## src/rtl/xbar_pkg.sv

```systemverilog
// Shared crossbar definitions: data/request widths and response-buffer defaults.
package xbar_pkg;

    localparam int unsigned XBAR_DATA_W       = 32;
    localparam int unsigned XBAR_REQ_W        = 67;
    localparam int unsigned RESPBUF_DEPTH_DEF = 4;

    // Read-data word carried on the response path.
    typedef logic [XBAR_DATA_W-1:0] xbar_rdata_t;

endpackage

```

## src/rtl/respbuf_fifo.sv

```systemverilog
// Response FIFO: DEPTH x WIDTH register array with wrapping pointers and an occupancy count.
// A push while full is dropped unless a pop frees the slot in the same cycle.
module respbuf_fifo #(
    parameter int unsigned WIDTH = 32,
    parameter int unsigned DEPTH = 4,
    parameter int unsigned CNTW  = $clog2(DEPTH) + 1
) (
    input  logic             clk,
    input  logic             rst,
    input  logic             push,
    input  logic [WIDTH-1:0] wdata,
    input  logic             pop,
    output logic             full,
    output logic             empty,
    output logic [WIDTH-1:0] rdata
);

    localparam int unsigned PW = $clog2(DEPTH);

    logic [WIDTH-1:0] mem_q [DEPTH];
    logic [PW-1:0]    wr_ptr_q;
    logic [PW-1:0]    rd_ptr_q;
    logic [CNTW-1:0]  count_q;
    logic             do_push;
    logic             do_pop;

    assign full    = (count_q == CNTW'(DEPTH));
    assign empty   = (count_q == '0);
    assign do_push = push & (~full | pop);
    assign do_pop  = pop & ~empty;
    assign rdata   = mem_q[rd_ptr_q];

    // Storage, pointers and count; pointers wrap naturally since DEPTH is a power of 2.
    always_ff @(posedge clk) begin
        if (rst) begin
            for (int i = 0; i < int'(DEPTH); i++) begin
                mem_q[i] <= '0;
            end
            wr_ptr_q <= '0;
            rd_ptr_q <= '0;
            count_q  <= '0;
        end else begin
            if (do_push) begin
                mem_q[wr_ptr_q] <= wdata;
                wr_ptr_q        <= wr_ptr_q + PW'(1);
            end
            if (do_pop) begin
                rd_ptr_q <= rd_ptr_q + PW'(1);
            end
            case ({do_push, do_pop})
                2'b10:   count_q <= count_q + CNTW'(1);
                2'b01:   count_q <= count_q - CNTW'(1);
                default: count_q <= count_q;
            endcase
        end
    end

endmodule

```

## src/rtl/respbuf.sv

```systemverilog
// Response-path buffer: buffers slave read data toward the master, counts outstanding
// reads to gate new read issue, and flags protocol errors in a sticky ovf_o.
// Optional build macro RESPBUF_BYPASS_EN: an empty FIFO forwards slave data in the same cycle.
module respbuf
    import xbar_pkg::*;
#(
    parameter int unsigned WIDTH = XBAR_DATA_W,
    parameter int unsigned DEPTH = RESPBUF_DEPTH_DEF,
    parameter int unsigned CNTW  = $clog2(DEPTH) + 1
) (
    input  logic             clk_i,
    input  logic             rst_i,
    input  logic             req_fire_i,
    input  logic             req_we_i,
    output logic             rd_allow_o,
    input  logic             slave_resp_i,
    input  logic [WIDTH-1:0] slave_rdata_bi,
    output logic             master_resp_o,
    output logic [WIDTH-1:0] master_rdata_bo,
    input  logic             master_ack_i,
    output logic             ovf_o
);

    logic [CNTW-1:0]  outstanding_q;
    logic             ovf_q;
    logic             fifo_push;
    logic             fifo_pop;
    logic             fifo_full;
    logic             fifo_empty;
    logic [WIDTH-1:0] fifo_rdata;
    logic             xfer;
    logic             read_fire;
    logic             cnt_inc;
    logic             cnt_dec;
    logic             err;

    respbuf_fifo #(
        .WIDTH (WIDTH),
        .DEPTH (DEPTH),
        .CNTW  (CNTW)
    ) u_fifo (
        .clk   (clk_i),
        .rst   (rst_i),
        .push  (fifo_push),
        .wdata (slave_rdata_bi),
        .pop   (fifo_pop),
        .full  (fifo_full),
        .empty (fifo_empty),
        .rdata (fifo_rdata)
    );

    assign rd_allow_o = (outstanding_q < CNTW'(DEPTH));
    assign read_fire  = req_fire_i & ~req_we_i;
    assign ovf_o      = ovf_q;

    // Output selection, transfer detect and FIFO control.
    always_comb begin
        master_resp_o   = ~fifo_empty;
        master_rdata_bo = fifo_rdata;
        fifo_push       = slave_resp_i;
`ifdef RESPBUF_BYPASS_EN
        if (fifo_empty && slave_resp_i) begin
            master_resp_o   = 1'b1;
            master_rdata_bo = slave_rdata_bi;
            // Data taken straight through never touches the FIFO.
            fifo_push       = ~master_ack_i;
        end
`endif
        xfer     = master_resp_o & master_ack_i;
        fifo_pop = xfer & ~fifo_empty;
    end

    // Counter steps and error conditions; the decrement guard keeps a stray response
    // (already flagged) from wrapping the counter below zero.
    always_comb begin
        cnt_inc = read_fire & rd_allow_o;
        cnt_dec = xfer & (outstanding_q != '0);
        err     = (read_fire & ~rd_allow_o)
                | (slave_resp_i & fifo_full & ~fifo_pop)
                | (slave_resp_i & (outstanding_q == '0));
    end

    // Outstanding-read counter.
    always_ff @(posedge clk_i) begin
        if (rst_i) begin
            outstanding_q <= '0;
        end else begin
            case ({cnt_inc, cnt_dec})
                2'b10:   outstanding_q <= outstanding_q + CNTW'(1);
                2'b01:   outstanding_q <= outstanding_q - CNTW'(1);
                default: outstanding_q <= outstanding_q;
            endcase
        end
    end

    // Sticky error flag, cleared only by reset.
    always_ff @(posedge clk_i) begin
        if (rst_i) begin
            ovf_q <= 1'b0;
        end else if (err) begin
            ovf_q <= 1'b1;
        end
    end

endmodule

```

## config.mk

```make
export PLATFORM = sky130hd
export DESIGN_NAME = respbuf
export DESIGN_NICKNAME = d
export VERILOG_FILES = /design/src/rtl/xbar_pkg.sv /design/src/rtl/respbuf_fifo.sv /design/src/rtl/respbuf.sv
export SDC_FILE = /design/constraint.sdc
export NUM_CORES = 1
export LEC_CHECK = 0
export CORE_AREA = 2 2 147 149
export CTS_BUF_LIST = sky130_fd_sc_hd__clkbuf_16
export CTS_CLUSTER_DIAMETER = 50
export DETAILED_ROUTE_END_ITERATION = 10
export DIE_AREA = 0 0 149 151
export GPL_ROUTABILITY_DRIVEN = 0
export GPL_TIMING_DRIVEN = 0
export RECOVER_POWER = 50
export REMOVE_ABC_BUFFERS = 1
export SLEW_MARGIN = 0
export SYNTH_ARGS = -nofsm -noshare
export SYNTH_HDL_FRONTEND = slang
export SYNTH_SLANG_ARGS = --single-unit
```

## constraint.sdc

```tcl
create_clock -name clk_i -period 4.15 [get_ports clk_i]
set_input_delay 0.6225 -clock clk_i [delete_from_list [all_inputs] [get_ports clk_i]]
set_output_delay 0.6225 -clock clk_i [all_outputs]
set_load 0.02 [all_outputs]
```

==> tab_implementation.tex <==
\begin{tabular}{lr}
\hline
Metric & Value \\
\hline
\multicolumn{2}{l}{\textbf{STA}} \\
\quad Part of the cycle the worst path needs & 0.812 \\
\quad Setup repair after global routing missed its margin & no \\
\quad Worst max-slew margin expressed relative to the limit & -0.0860 \\
\quad Final Hold Violating Endpoints & 0 \\
\quad Pins Over Slew Limit & 13 \\
\quad Final critical-path required period & 3370 ps \\
\quad Post-route setup slack & 779 ps \\
\quad Least-Margin Pin Slew & 1620 ps \\
\quad Peak clock frequency supported by timing & 297 MHz \\
\quad Clock skew after layout & 5.16 ps \\
\quad Setup-failing EPs final & 0 \\
\quad Setup\_tns & 0 ps \\
\multicolumn{2}{l}{\textbf{Floorplan}} \\
\quad Total I/O pin count & 73 \\
\quad Number of standard-cell rows in the floorplan & 53 \\
\quad Floorplan die area & 22500 µm² \\
\quad Floorplan die width & 149 µm \\
\quad Floorplan core area & 20800 µm² \\
\quad Die height & 151 µm \\
\quad Effective utilization at floorplan & 0.295 \\
\multicolumn{2}{l}{\textbf{CTS}} \\
\quad Setup Buffers After CTS & 0 \\
\quad Hold buffer count at cts & 0 \\
\quad TritonCTS clock tree & built \\
\quad CTS Root Cell & clkbuf\_16 \\
\quad Worst-path clk slew & 60 ps \\
\quad Maximum root-to-sink buffer count & 2 \\
\quad Maximum level of the CTS H-tree & 4 \\
\quad Number of instances resized during post-cts repair & 0 \\
\quad Total clock sinks & 141 \\
\quad CTS Buf Count & 17 \\
\quad Clock Latency Late Sink & 400 ps \\
\multicolumn{2}{l}{\textbf{Power and ir drop}} \\
\quad Proportion of power drawn by flip-flops and latches & 0.429 \\
\quad Clock share of power & 0.338 \\
\quad Leakage & 2.72 nW \\
\quad Design internal power & 3.07 mW \\
\quad Net switching fraction of the power & 0.266 \\
\quad Combinational share of power & 0.233 \\
\quad Worst VDD drop & 0.297 mV \\
\quad Power per Cell Area & 532 nW/µm² \\
\quad Psw & 1.11 mW \\
\multicolumn{2}{l}{\textbf{Cells and area}} \\
\quad Layout Nets & 514 \\
\quad Diodes inserted & 0 \\
\quad Share of final-layout standard cells stronger than drive strength 1 & 0.147 \\
\quad Finished Core Util & 0.377 \\
\quad \# fillers & 1974 \\
\quad Final non-filler cell area & 7850 µm² \\
\quad Area growth, synth to finish & 27.8\% \\
\quad Final Non-Filler Cells & 759 \\
\multicolumn{2}{l}{\textbf{Worst setup path}} \\
\quad Data required, critical path & 4170 ps \\
\quad Largest delay contributor family on the critical path & buffers and inverters \\
\quad Worst-path cell with the longest stage delay & o31ai\_1 \\
\quad Startpoint type of the worst setup path & input port \\
\quad Biggest cell delay along the critical path & 1190 ps \\
\quad Worst setup path category & in -> reg \\
\quad Worst path arrival time & 3390 ps \\
\quad Chain of cells forming the critical path & dlygate4sd3\_1 > nor4b\_4 > o31ai\_1 > clkbuf\_1 \\
\quad Category of the worst setup path capture point & register \\
\quad Max FO, Critical Path & 15 \\
\quad Buffers \& Inverters on Critical Path & 2 \\
\multicolumn{2}{l}{\textbf{Hold path}} \\
\quad Worst hold path class & reg -> reg \\
\multicolumn{2}{l}{\textbf{Drt}} \\
\quad Detailed-route wire length per cell & 17.4 µm \\
\quad Met3 Wirelength & 709 µm \\
\quad Number of nets with antenna violations after detailed routing & 0 \\
\quad Met1 routed wirelength after detailed routing & 5.40 mm \\
\quad Routed wire length & 13.2 mm \\
\quad Drt via density & 4.46 \\
\quad Top routing layer in use & met5 \\
\quad Number of design-rule violations left by the first detailed-router iteration & 143 \\
\quad Met2 WL post-DR & 6.96 mm \\
\quad Detailed-router iteration count before antenna repair & 4 \\
\quad Vias after detailed routing & 3385 \\
\quad Post-route DRC violation count & 0 \\
\multicolumn{2}{l}{\textbf{Logic synthesis}} \\
\quad Post-synthesis sequential area ratio & 0.668 \\
\quad Count of different cell masters after synthesis & 29 \\
\quad Number of warnings reported in the yosys synthesis log & 0 \\
\quad Synthesized instance count & 388 \\
\quad Post-synthesis instance area & 6140 µm² \\
\quad Mean area per synthesized cell & 15.8 µm² \\
\quad Synthesis-stage register bit count & 141 \\
\multicolumn{2}{l}{\textbf{Global routing}} \\
\quad Grt total ovfl & 0 \\
\quad GR Util All Layers & 0.123 \\
\quad Wire length of the first global-routing pass & 20.2 mm \\
\quad Vias in the first global route & 3574 \\
\quad Number of antenna violations at the first check in global routing & 1 \\
\quad Pin count of the biggest net entering global routing & 22 \\
\multicolumn{2}{l}{\textbf{Flow run}} \\
\quad Max-cap viol count & 2 \\
\multicolumn{2}{l}{\textbf{Placed design}} \\
\quad HPWL after detailed placement & 8.67 mm \\
\quad Place WS & 542 ps \\
\quad \# placed instances & 728 \\
\quad Cell Area, Placed & 7430 µm² \\
\quad Quantity of I/O buffers inserted on ports & 72 \\
\multicolumn{2}{l}{\textbf{Run status}} \\
\quad Violated checks & capacitance limit, slew limit \\
\quad Outcome & finished with violations \\
\hline
\end{tabular}
[cells in the mapped netlist (all sizes together)]
master | count | area [µm²]
a21o | 1 | 7.51
a21oi | 5 | 25.0
a31oi | 1 | 6.26
and2 | 128 | 801
buf | 5 | 22.5
clkbuf | 16 | 60.1
dfxtp | 13 | 260
edfxtp | 128 | 3840
fa | 2 | 40.0
ha | 2 | 25.0
inv | 11 | 41.3
mux2 | 1 | 11.3
mux4 | 32 | 721
nand2 | 2 | 7.51
nand2b | 2 | 12.5
nand3 | 1 | 5.00
nor2 | 12 | 45.0
nor2b | 1 | 6.26
nor3 | 3 | 20.0
nor4 | 2 | 25.0
nor4b | 1 | 23.8
o21ai | 5 | 25.0
o21bai | 1 | 7.51
o311ai | 1 | 8.76
o31ai | 2 | 15.0
or3 | 4 | 25.0
xor2 | 6 | 52.6
[cells by family (layout without fill, tap and decap cells)]
| group | Yosys count | after routing | synth area share |
|---|---|---|---|
| and+or+nand+nor | 156 | 156 | 0.158 |
| DFF | 141 | 141 | 0.668 |
| muxes | 33 | 33 | 0.119 |
| buffers and inverters | 32 | 128 | 0.0202 |
| AOI/OAI and AO/OA | 16 | 16 | 0.0155 |
| xor gates and xnor gates | 6 | 6 | 0.00855 |
| adders and majority gates | 4 | 4 | 0.0106 |
[final cells by class]
class	count	area, µm²	share of cell area
Clock inverter	14	130	0.0166
Timing Repair Buffer	86	886	0.113
Multi-Input combinational cell	215	1920	0.245
Clock buffer	17	425	0.0542
Tap cell	275	344	0.0438
Inverter	11	41.3	0.00526
Sequential cell	141	4110	0.523
[routing by layer]
layer | GRT usage | vias up
met5 | 0 | -
met4 | 0.0300 | 2
met3 | 0.0422 | 13
met2 | 0.224 | 74
met1 | 0.139 | 1707
li1 | - | 1589
[worst register-to-register path, cell delays in order, from the launching register on]
cell and delay (ps):
dfxtp_1 460, nor4b_4 130, o31ai_1 1190, clkbuf_1 850
[stage by stage]
| step | power, mW | hold slack (ps) |
|---|---|---|
| global placement | 2.78 | 496 |
| global route | 4.38 | 563 |
| finish | 4.18 | 508 |
| floorplan | 2.37 | 478 |
| CTS | 4.27 | 532 |
| detailed placement | 2.84 | 514 |
[state kept, by name, indices dropped and copies added, names as in the netlist, named ones only]
| register | flops |
|---|---|
| u_fifo.mem_q | 128 |
| outstanding_q | 3 |
| u_fifo.count_q | 3 |
| u_fifo.rd_ptr_q | 2 |
| u_fifo.wr_ptr_q | 2 |
| ovf_o | 1 |
[cell usage in the layout (no fill, tap or decap), types with 8 or more instances in the layout]
master             n
edfxtp_1         128
and2_1            73
clkdlybuf4s50_1   67
and2_0            55
mux4_2            32
clkbuf_16         17
inv_1             12
nor2_1            12
dfxtp_1           11
clkbuf_1           8
[power by group through the flow]
stage | sequential (mW) | clock, mW | combinational (mW)
floorplan | 1.84 | 0 | 0.533
CTS | 1.80 | 1.46 | 1.02
finish | 1.79 | 1.42 | 0.973
detailed placement | 1.83 | 0 | 1.01
global placement | 1.89 | 0 | 0.891
global route | 1.81 | 1.52 | 1.05
[path summary, 6_finish.rpt]
path | startpoint | endpoint | slack (ps) | cells past startpoint
worst max register to register | u_fifo.count_q[0] | u_fifo.mem_q[1][9] | 1130 | 3
worst min-delay path | ovf_o | ovf_o | 510 | 2
worst min register to register | ovf_o | ovf_o | 510 | 2
worst max-delay path | master_ack_i | u_fifo.mem_q[1][9] | 780 | 4
Note: power is estimated with default switching activity, not from simulation.
